### src/rtl/lock_key_sequencer_pkg.sv
// lock_pkg: definitions shared by the week07 key-lock designs (key width, default code, sequencer states).
// Latency: n/a (types, constants and a pure helper function only).
// Backpressure: n/a. Optional sequencer feature macro: LOCK_SEQ_PROGRESS_CHECK_EN.
package lock_pkg;

  localparam int KEY_W    = 4;
  localparam int NUM_KEYS = 4;

  // Key words in press order, press k at bits [4k+3:4k]: 0001, 0100, 1000, 0010
  localparam logic [KEY_W*NUM_KEYS-1:0] LOCK_CODE = 16'h2841;

  typedef enum logic [2:0] {
    ST_IDLE        = 3'd0,
    ST_RST         = 3'd1,
    ST_SETTLE      = 3'd2,
    ST_PRESS       = 3'd3,
    ST_GAP         = 3'd4,
    ST_WAIT_UNLOCK = 3'd5,
    ST_DONE        = 3'd6,
    ST_FAIL        = 3'd7
  } seq_state_t;

  // Pick key word idx out of a packed code
  function automatic logic [KEY_W-1:0] code_key(
    input logic [KEY_W*NUM_KEYS-1:0] code,
    input logic [1:0]                idx
  );
    code_key = code[idx*KEY_W +: KEY_W];
  endfunction

endpackage

### src/rtl/lock_key_sequencer_timer.sv
// lock_seq_timer: loadable down-counter with a zero flag, reused for the sequencer's timed states.
// Latency: a load takes effect at the next clock edge; o_zero reflects the current count.
// Backpressure: none; the count holds at zero until the next load.
module lock_seq_timer
  import lock_pkg::*;
#(
  parameter int W = 8
) (
  input  logic         clk,
  input  logic         reset,
  input  logic         i_load,
  input  logic [W-1:0] i_load_val,
  output logic         o_zero
);

  logic [W-1:0] r_cnt;

  // Load on state entry, otherwise count down and park at zero
  always_ff @(posedge clk or posedge reset) begin
    if (reset) begin
      r_cnt <= '0;
    end else if (i_load) begin
      r_cnt <= i_load_val;
    end else if (r_cnt != '0) begin
      r_cnt <= r_cnt - 1'b1;
    end
  end

  assign o_zero = (r_cnt == '0);

endmodule

### src/rtl/lock_key_sequencer.sv
// lock_key_sequencer: resets the lock, plays a 4-key code as one-cycle presses and retries on failure.
// Latency: clean success raises done 1+SETTLE+4*(1+GAP)+2 cycles after the start cycle (17 by default).
// Backpressure: start is dropped while busy; all outputs registered. Optional macro: LOCK_SEQ_PROGRESS_CHECK_EN.
module lock_key_sequencer
  import lock_pkg::*;
#(
  parameter logic [KEY_W*NUM_KEYS-1:0] CODE      = LOCK_CODE,
  parameter int                        GAP       = 2,
  parameter int                        SETTLE    = 2,
  parameter int                        TIMEOUT   = 8,
  parameter int                        MAX_RETRY = 2
) (
  input  logic             clk,
  input  logic             reset,
  input  logic             i_start,
  input  logic [KEY_W-1:0] i_progress,
  input  logic             i_unlock,
  output logic [KEY_W-1:0] o_keys,
  output logic             o_lock_rst,
  output logic             o_busy,
  output logic             o_done,
  output logic             o_fail,
  output logic [2:0]       o_attempts
);

  localparam int               TMR_W       = 8;
  localparam logic [TMR_W-1:0] SETTLE_LD   = TMR_W'(SETTLE - 1);
  localparam logic [TMR_W-1:0] GAP_LD      = TMR_W'(GAP - 1);
  localparam logic [TMR_W-1:0] TIMEOUT_LD  = TMR_W'(TIMEOUT - 1);
  localparam logic [2:0]       MAX_RETRY_L = 3'(MAX_RETRY);

  seq_state_t       r_state;
  seq_state_t       w_state_nxt;
  logic [1:0]       r_idx;
  logic [1:0]       w_idx_nxt;
  logic [2:0]       r_attempts;
  logic [2:0]       w_attempts_nxt;
  logic [KEY_W-1:0] r_keys;
  logic [KEY_W-1:0] w_keys_nxt;
  logic             r_lock_rst;
  logic             w_lock_rst_nxt;
  logic             r_busy;
  logic             w_busy_nxt;
  logic             r_done;
  logic             w_done_nxt;
  logic             r_fail;
  logic             w_fail_nxt;
  logic             w_start_acc;
  logic             w_att_fail;
  logic             w_prog_ok;
  logic             w_tmr_load;
  logic [TMR_W-1:0] w_tmr_val;
  logic             w_tmr_zero;

  // Idle, done and fail are the only states that accept a new run
  assign w_start_acc = i_start &&
                       ((r_state == ST_IDLE) || (r_state == ST_DONE) || (r_state == ST_FAIL));

`ifdef LOCK_SEQ_PROGRESS_CHECK_EN
  // After press k the lock must report exactly progress bit k
  assign w_prog_ok = (i_progress == (KEY_W'(1) << r_idx));
`else
  // Progress feedback is not consulted; only unlock decides the outcome
  logic w_unused_progress;
  assign w_unused_progress = ^i_progress;
  assign w_prog_ok         = 1'b1;
`endif

  lock_seq_timer #(
    .W (TMR_W)
  ) u_timer (
    .clk        (clk),
    .reset      (reset),
    .i_load     (w_tmr_load),
    .i_load_val (w_tmr_val),
    .o_zero     (w_tmr_zero)
  );

  // State register plus the registered copies of every output
  always_ff @(posedge clk or posedge reset) begin
    if (reset) begin
      r_state    <= ST_IDLE;
      r_idx      <= '0;
      r_attempts <= '0;
      r_keys     <= '0;
      r_lock_rst <= 1'b0;
      r_busy     <= 1'b0;
      r_done     <= 1'b0;
      r_fail     <= 1'b0;
    end else begin
      r_state    <= w_state_nxt;
      r_idx      <= w_idx_nxt;
      r_attempts <= w_attempts_nxt;
      r_keys     <= w_keys_nxt;
      r_lock_rst <= w_lock_rst_nxt;
      r_busy     <= w_busy_nxt;
      r_done     <= w_done_nxt;
      r_fail     <= w_fail_nxt;
    end
  end

  // Next state and key index; a failed attempt re-resets the lock or gives up
  always_comb begin
    w_state_nxt = r_state;
    w_idx_nxt   = r_idx;
    w_att_fail  = 1'b0;
    case (r_state)
      ST_IDLE, ST_DONE, ST_FAIL: begin
        if (i_start) w_state_nxt = ST_RST;
      end
      ST_RST: begin
        w_idx_nxt   = '0;
        w_state_nxt = ST_SETTLE;
      end
      ST_SETTLE: begin
        if (w_tmr_zero) w_state_nxt = ST_PRESS;
      end
      ST_PRESS: begin
        w_state_nxt = ST_GAP;
      end
      ST_GAP: begin
        if (w_tmr_zero) begin
          if (!w_prog_ok) begin
            w_att_fail = 1'b1;
          end else if (r_idx == 2'd3) begin
            w_state_nxt = ST_WAIT_UNLOCK;
          end else begin
            w_idx_nxt   = r_idx + 2'd1;
            w_state_nxt = ST_PRESS;
          end
        end
      end
      ST_WAIT_UNLOCK: begin
        if (i_unlock) begin
          w_state_nxt = ST_DONE;
        end else if (w_tmr_zero) begin
          w_att_fail = 1'b1;
        end
      end
      default: w_state_nxt = ST_IDLE;
    endcase
    if (w_att_fail) begin
      w_state_nxt = (r_attempts <= MAX_RETRY_L) ? ST_RST : ST_FAIL;
    end
  end

  // Output values for the state being entered, plus timer reload on every state change
  always_comb begin
    w_keys_nxt     = (w_state_nxt == ST_PRESS) ? code_key(CODE, w_idx_nxt) : '0;
    w_lock_rst_nxt = (w_state_nxt == ST_RST);
    w_busy_nxt     = !((w_state_nxt == ST_IDLE) || (w_state_nxt == ST_DONE) ||
                       (w_state_nxt == ST_FAIL));
    w_done_nxt     = (w_state_nxt == ST_DONE);
    w_fail_nxt     = (w_state_nxt == ST_FAIL);
    w_attempts_nxt = r_attempts;
    if (w_start_acc) begin
      w_attempts_nxt = 3'd1;
    end else if (w_att_fail && (w_state_nxt == ST_RST) && (r_attempts != 3'd7)) begin
      w_attempts_nxt = r_attempts + 3'd1;
    end
    w_tmr_load = (w_state_nxt != r_state);
    case (w_state_nxt)
      ST_SETTLE:      w_tmr_val = SETTLE_LD;
      ST_GAP:         w_tmr_val = GAP_LD;
      ST_WAIT_UNLOCK: w_tmr_val = TIMEOUT_LD;
      default:        w_tmr_val = '0;
    endcase
  end

  assign o_keys     = r_keys;
  assign o_lock_rst = r_lock_rst;
  assign o_busy     = r_busy;
  assign o_done     = r_done;
  assign o_fail     = r_fail;
  assign o_attempts = r_attempts;

endmodule

### config.mk
export PLATFORM = sky130hd
export DESIGN_NAME = lock_key_sequencer
export DESIGN_NICKNAME = d
export VERILOG_FILES = /design/src/rtl/lock_key_sequencer_pkg.sv /design/src/rtl/lock_key_sequencer_timer.sv /design/src/rtl/lock_key_sequencer.sv
export SDC_FILE = /design/constraint.sdc
export NUM_CORES = 1
export LEC_CHECK = 0
export BUFFER_PORTS_ARGS = -buffer_cell sky130_fd_sc_hd__buf_2
export CAP_MARGIN = 20
export CORE_MARGIN = 4
export CORE_UTILIZATION = 45
export DETAILED_ROUTE_END_ITERATION = 7
export PLACE_DENSITY_LB_ADDON = 0.1
export SYNTH_ARGS = -nofsm -noshare
export SYNTH_HDL_FRONTEND = slang
export SYNTH_SLANG_ARGS = --single-unit
### constraint.sdc
create_clock -name clk -period 2.2 [get_ports clk]
set_input_delay 0.11 -clock clk [delete_from_list [all_inputs] [get_ports clk]]
set_output_delay 0.11 -clock clk [all_outputs]
set_load 0.05 [all_outputs]
==> out/metrics.yaml <==
async_reset_ff_share_pct: 100
crit_required_ps: 2450
io_pins: 19
worstSetupPathDepth: 5
hold_class: "in2reg"
yosysTopAreaCell: "dfrtp_1"
crit_path_end: "u_timer.r_cnt[2]"
synth-seq-cells: 24
cts_buffer_depth: 2
hold_path_depth: 3
start_util_pct: 47.7
synth_cells: 168
synth.cell_area_sq_um: 1480
yosys_warnings: 0
pre_cts_ws_ps: -7.99
port_buffers: 14
grt_max_degree: 25
ys.flop_type: "dfrtp_1"
setup_viol: 0
stdcell_count: 248
first_pass_iters: 4
htree_levels: 1
vias: 1339
post-dp-hpwl_um: 2490
clk_pin_slew_ps: 140
wirelength_um: 3430
yosysSeqAreaShare_pct: 40.5
worstRegToRegCells: 5
drive_gt1_share_pct: 30.4
insertion_delay_ps: 330
drt_iter0_markers: 48
fin_skew_ps: 4.35
area_growth_pct: 26.3
worstPathMaxFanout: 6
layout_worst_path_cycle_share_pct: 95.2
yosys.cell_types.count: 48
grt_setup_unrepaired: "true"
die-width_um: 65.4
utilization_pct: 60.3
crit_path_start: "r_state[0]"
grt_use_total_pct: 17.7
avgSynthCellArea_sq_um: 8.82
insertedDiodeCount: 0
status: "finished clean"
cts_made_buffers: 3
die_y_um: 65.4
drc_errors: 0
slew_headroom_pct: 38.5
hold_violations: 0
ant_nets: 0
max_freq_ghz: 0.477
final_max_slew_viol_count: 0
worstHoldStart: "i_start"
crit_family: "simple AND/OR/NAND/NOR gates"
drt-vias-per-instance: 5.40
antenna_found_initial: 0
cp_slowest_cell: "or3b_2"
tritoncts: "built"
wl_per_cell_um: 13.8
grt_pass1_vias: 1243
synth_common_cells: "dfrtp_1, nor2_1, a21oi_1"
cts-root-buf: "clkbuf_4"
syn_nets: 180
setup_slack_ps: 105
timing.max_cap.violations: 0
rows: 20
dp.cells: 239
grt_pass1_wl_um: 5860
layout.nets: 217
worst_setup_path_start_kind: "register"
hold-worst-slack_ps: 191
crit_buf_inv: 0
r2r_setup_slack_ps: 100
synth_edf_count: 0
timing.rr.start: "r_state[0]"
tightest_slew_ps: 921
r2r_end: "u_timer.r_cnt[2]"
place_congestion: 0.835
endpoint_kind: "register"
coreArea_sq_um: 3100
grt_overflow: 0
max_stage_delay_ps: 530
synth_top_area_share_pct: 40.5
arrival_ps: 2350
yosysMostFrequentCell: "dfrtp_1"
crit_chain: "or3b_2 -> nor4_4 -> o21bai_2 -> or4_1 -> o211ai_1"
die-area_sq_um: 4270
cts_sinks: 24
path_class: "reg2reg"
synth_area_leaders: "dfrtp_1, nor2_1, a21oi_1, ha_1, nand2_1"
finalCriticalPeriod_ps: 2100
-- cell usage in the layout (no fill, tap or decap), types with 3 or more instances in the layout --
cell type  Yosys  layout
a21oi_1       15      15
and3_1         3       3
buf_2          3      14
buf_4          1      24
clkbuf_4       0       3
dfrtp_1       24      22
ha_1           4       3
inv_1          9       9
mux2i_1        4       4
nand2_1       12      12
nand2b_1       6       5
nor2_1        21      18
nor2_2         0       3
nor2b_1        4       4
nor3_1         4       4
o21ai_0        6       5
o22ai_1        3       3
xnor2_1        5       5
-- layer usage --
metal	vias up	track usage, %	routed length [um]
li1	671	-	-
met1	644	22.6	1540
met2	19	30.7	1750
met3	5	3.59	113
met4	0	3.89	29
met5	-	0	0
-- worst register-to-register path, stage by stage, from the launching register on --
cell and delay, ps:
dfrtp_2 470, or3b_2 530, nor4_4 330, o21bai_2 120, or4_1 480, o211ai_1 100
-- through the flow --
stage                     instance area (sq um)  setup TNS [ps]
after global placement                     1730               0
after global routing                       1870           -17.6
after detailed placement                   1730           -18.6
after CTS                                  1810               0
final                                      1870               0
after floorplan                            1480               0
-- sequential cells by signal (all words and copies together) (netlist names) --
name / count
o_attempts: 3
o_busy: 1
o_lock_rst: 1
u_timer.r_cnt: 8
o_done: 1
o_keys: 4
o_fail: 1
r_idx: 2
r_state: 3
-- timing repair --
| item | CTS | global route |
|---|---|---|
| pin swaps | 1 | 1 |
| setup endpoints to repair | 11 | 13 |
| hold endpoints to repair | 14 | 0 |
| setup buffers | 0 | 4 |
| hold buffers | 1 | 0 |
| resized for setup | 4 | 9 |
-- area by class of cell --
cell class                 count  area (sq um)
inverter                       9          33.8
timing repair buffer          39           260
clock buffer                   3          22.5
multi-input combinational    128           866
tap                           44          55.1
sequential                    24           603
fill                         288          1230
clock inverter                 1          30.0
-- worst min-delay path by stage --
stage,slack [ps],endpoint
finish,190,o_attempts[1]
global route,210,o_attempts[1]
CTS,200,o_attempts[1]
detailed placement,360,o_keys[2]
global placement,350,o_keys[3]
floorplan,120,o_attempts[0]
-- cells by family after synthesis --
logic type,after synthesis,share of synthesized area [%]
buf+inv,16,4.56
xor+xnor,7,4.14
compound gates,40,17.6
flops,24,40.5
fa+ha+maj,4,3.38
mux,4,2.70
simple gates,73,27.1
Power is not shown: default switching activity piles up to over one toggle a cycle in this logic, so the estimate is an artifact.
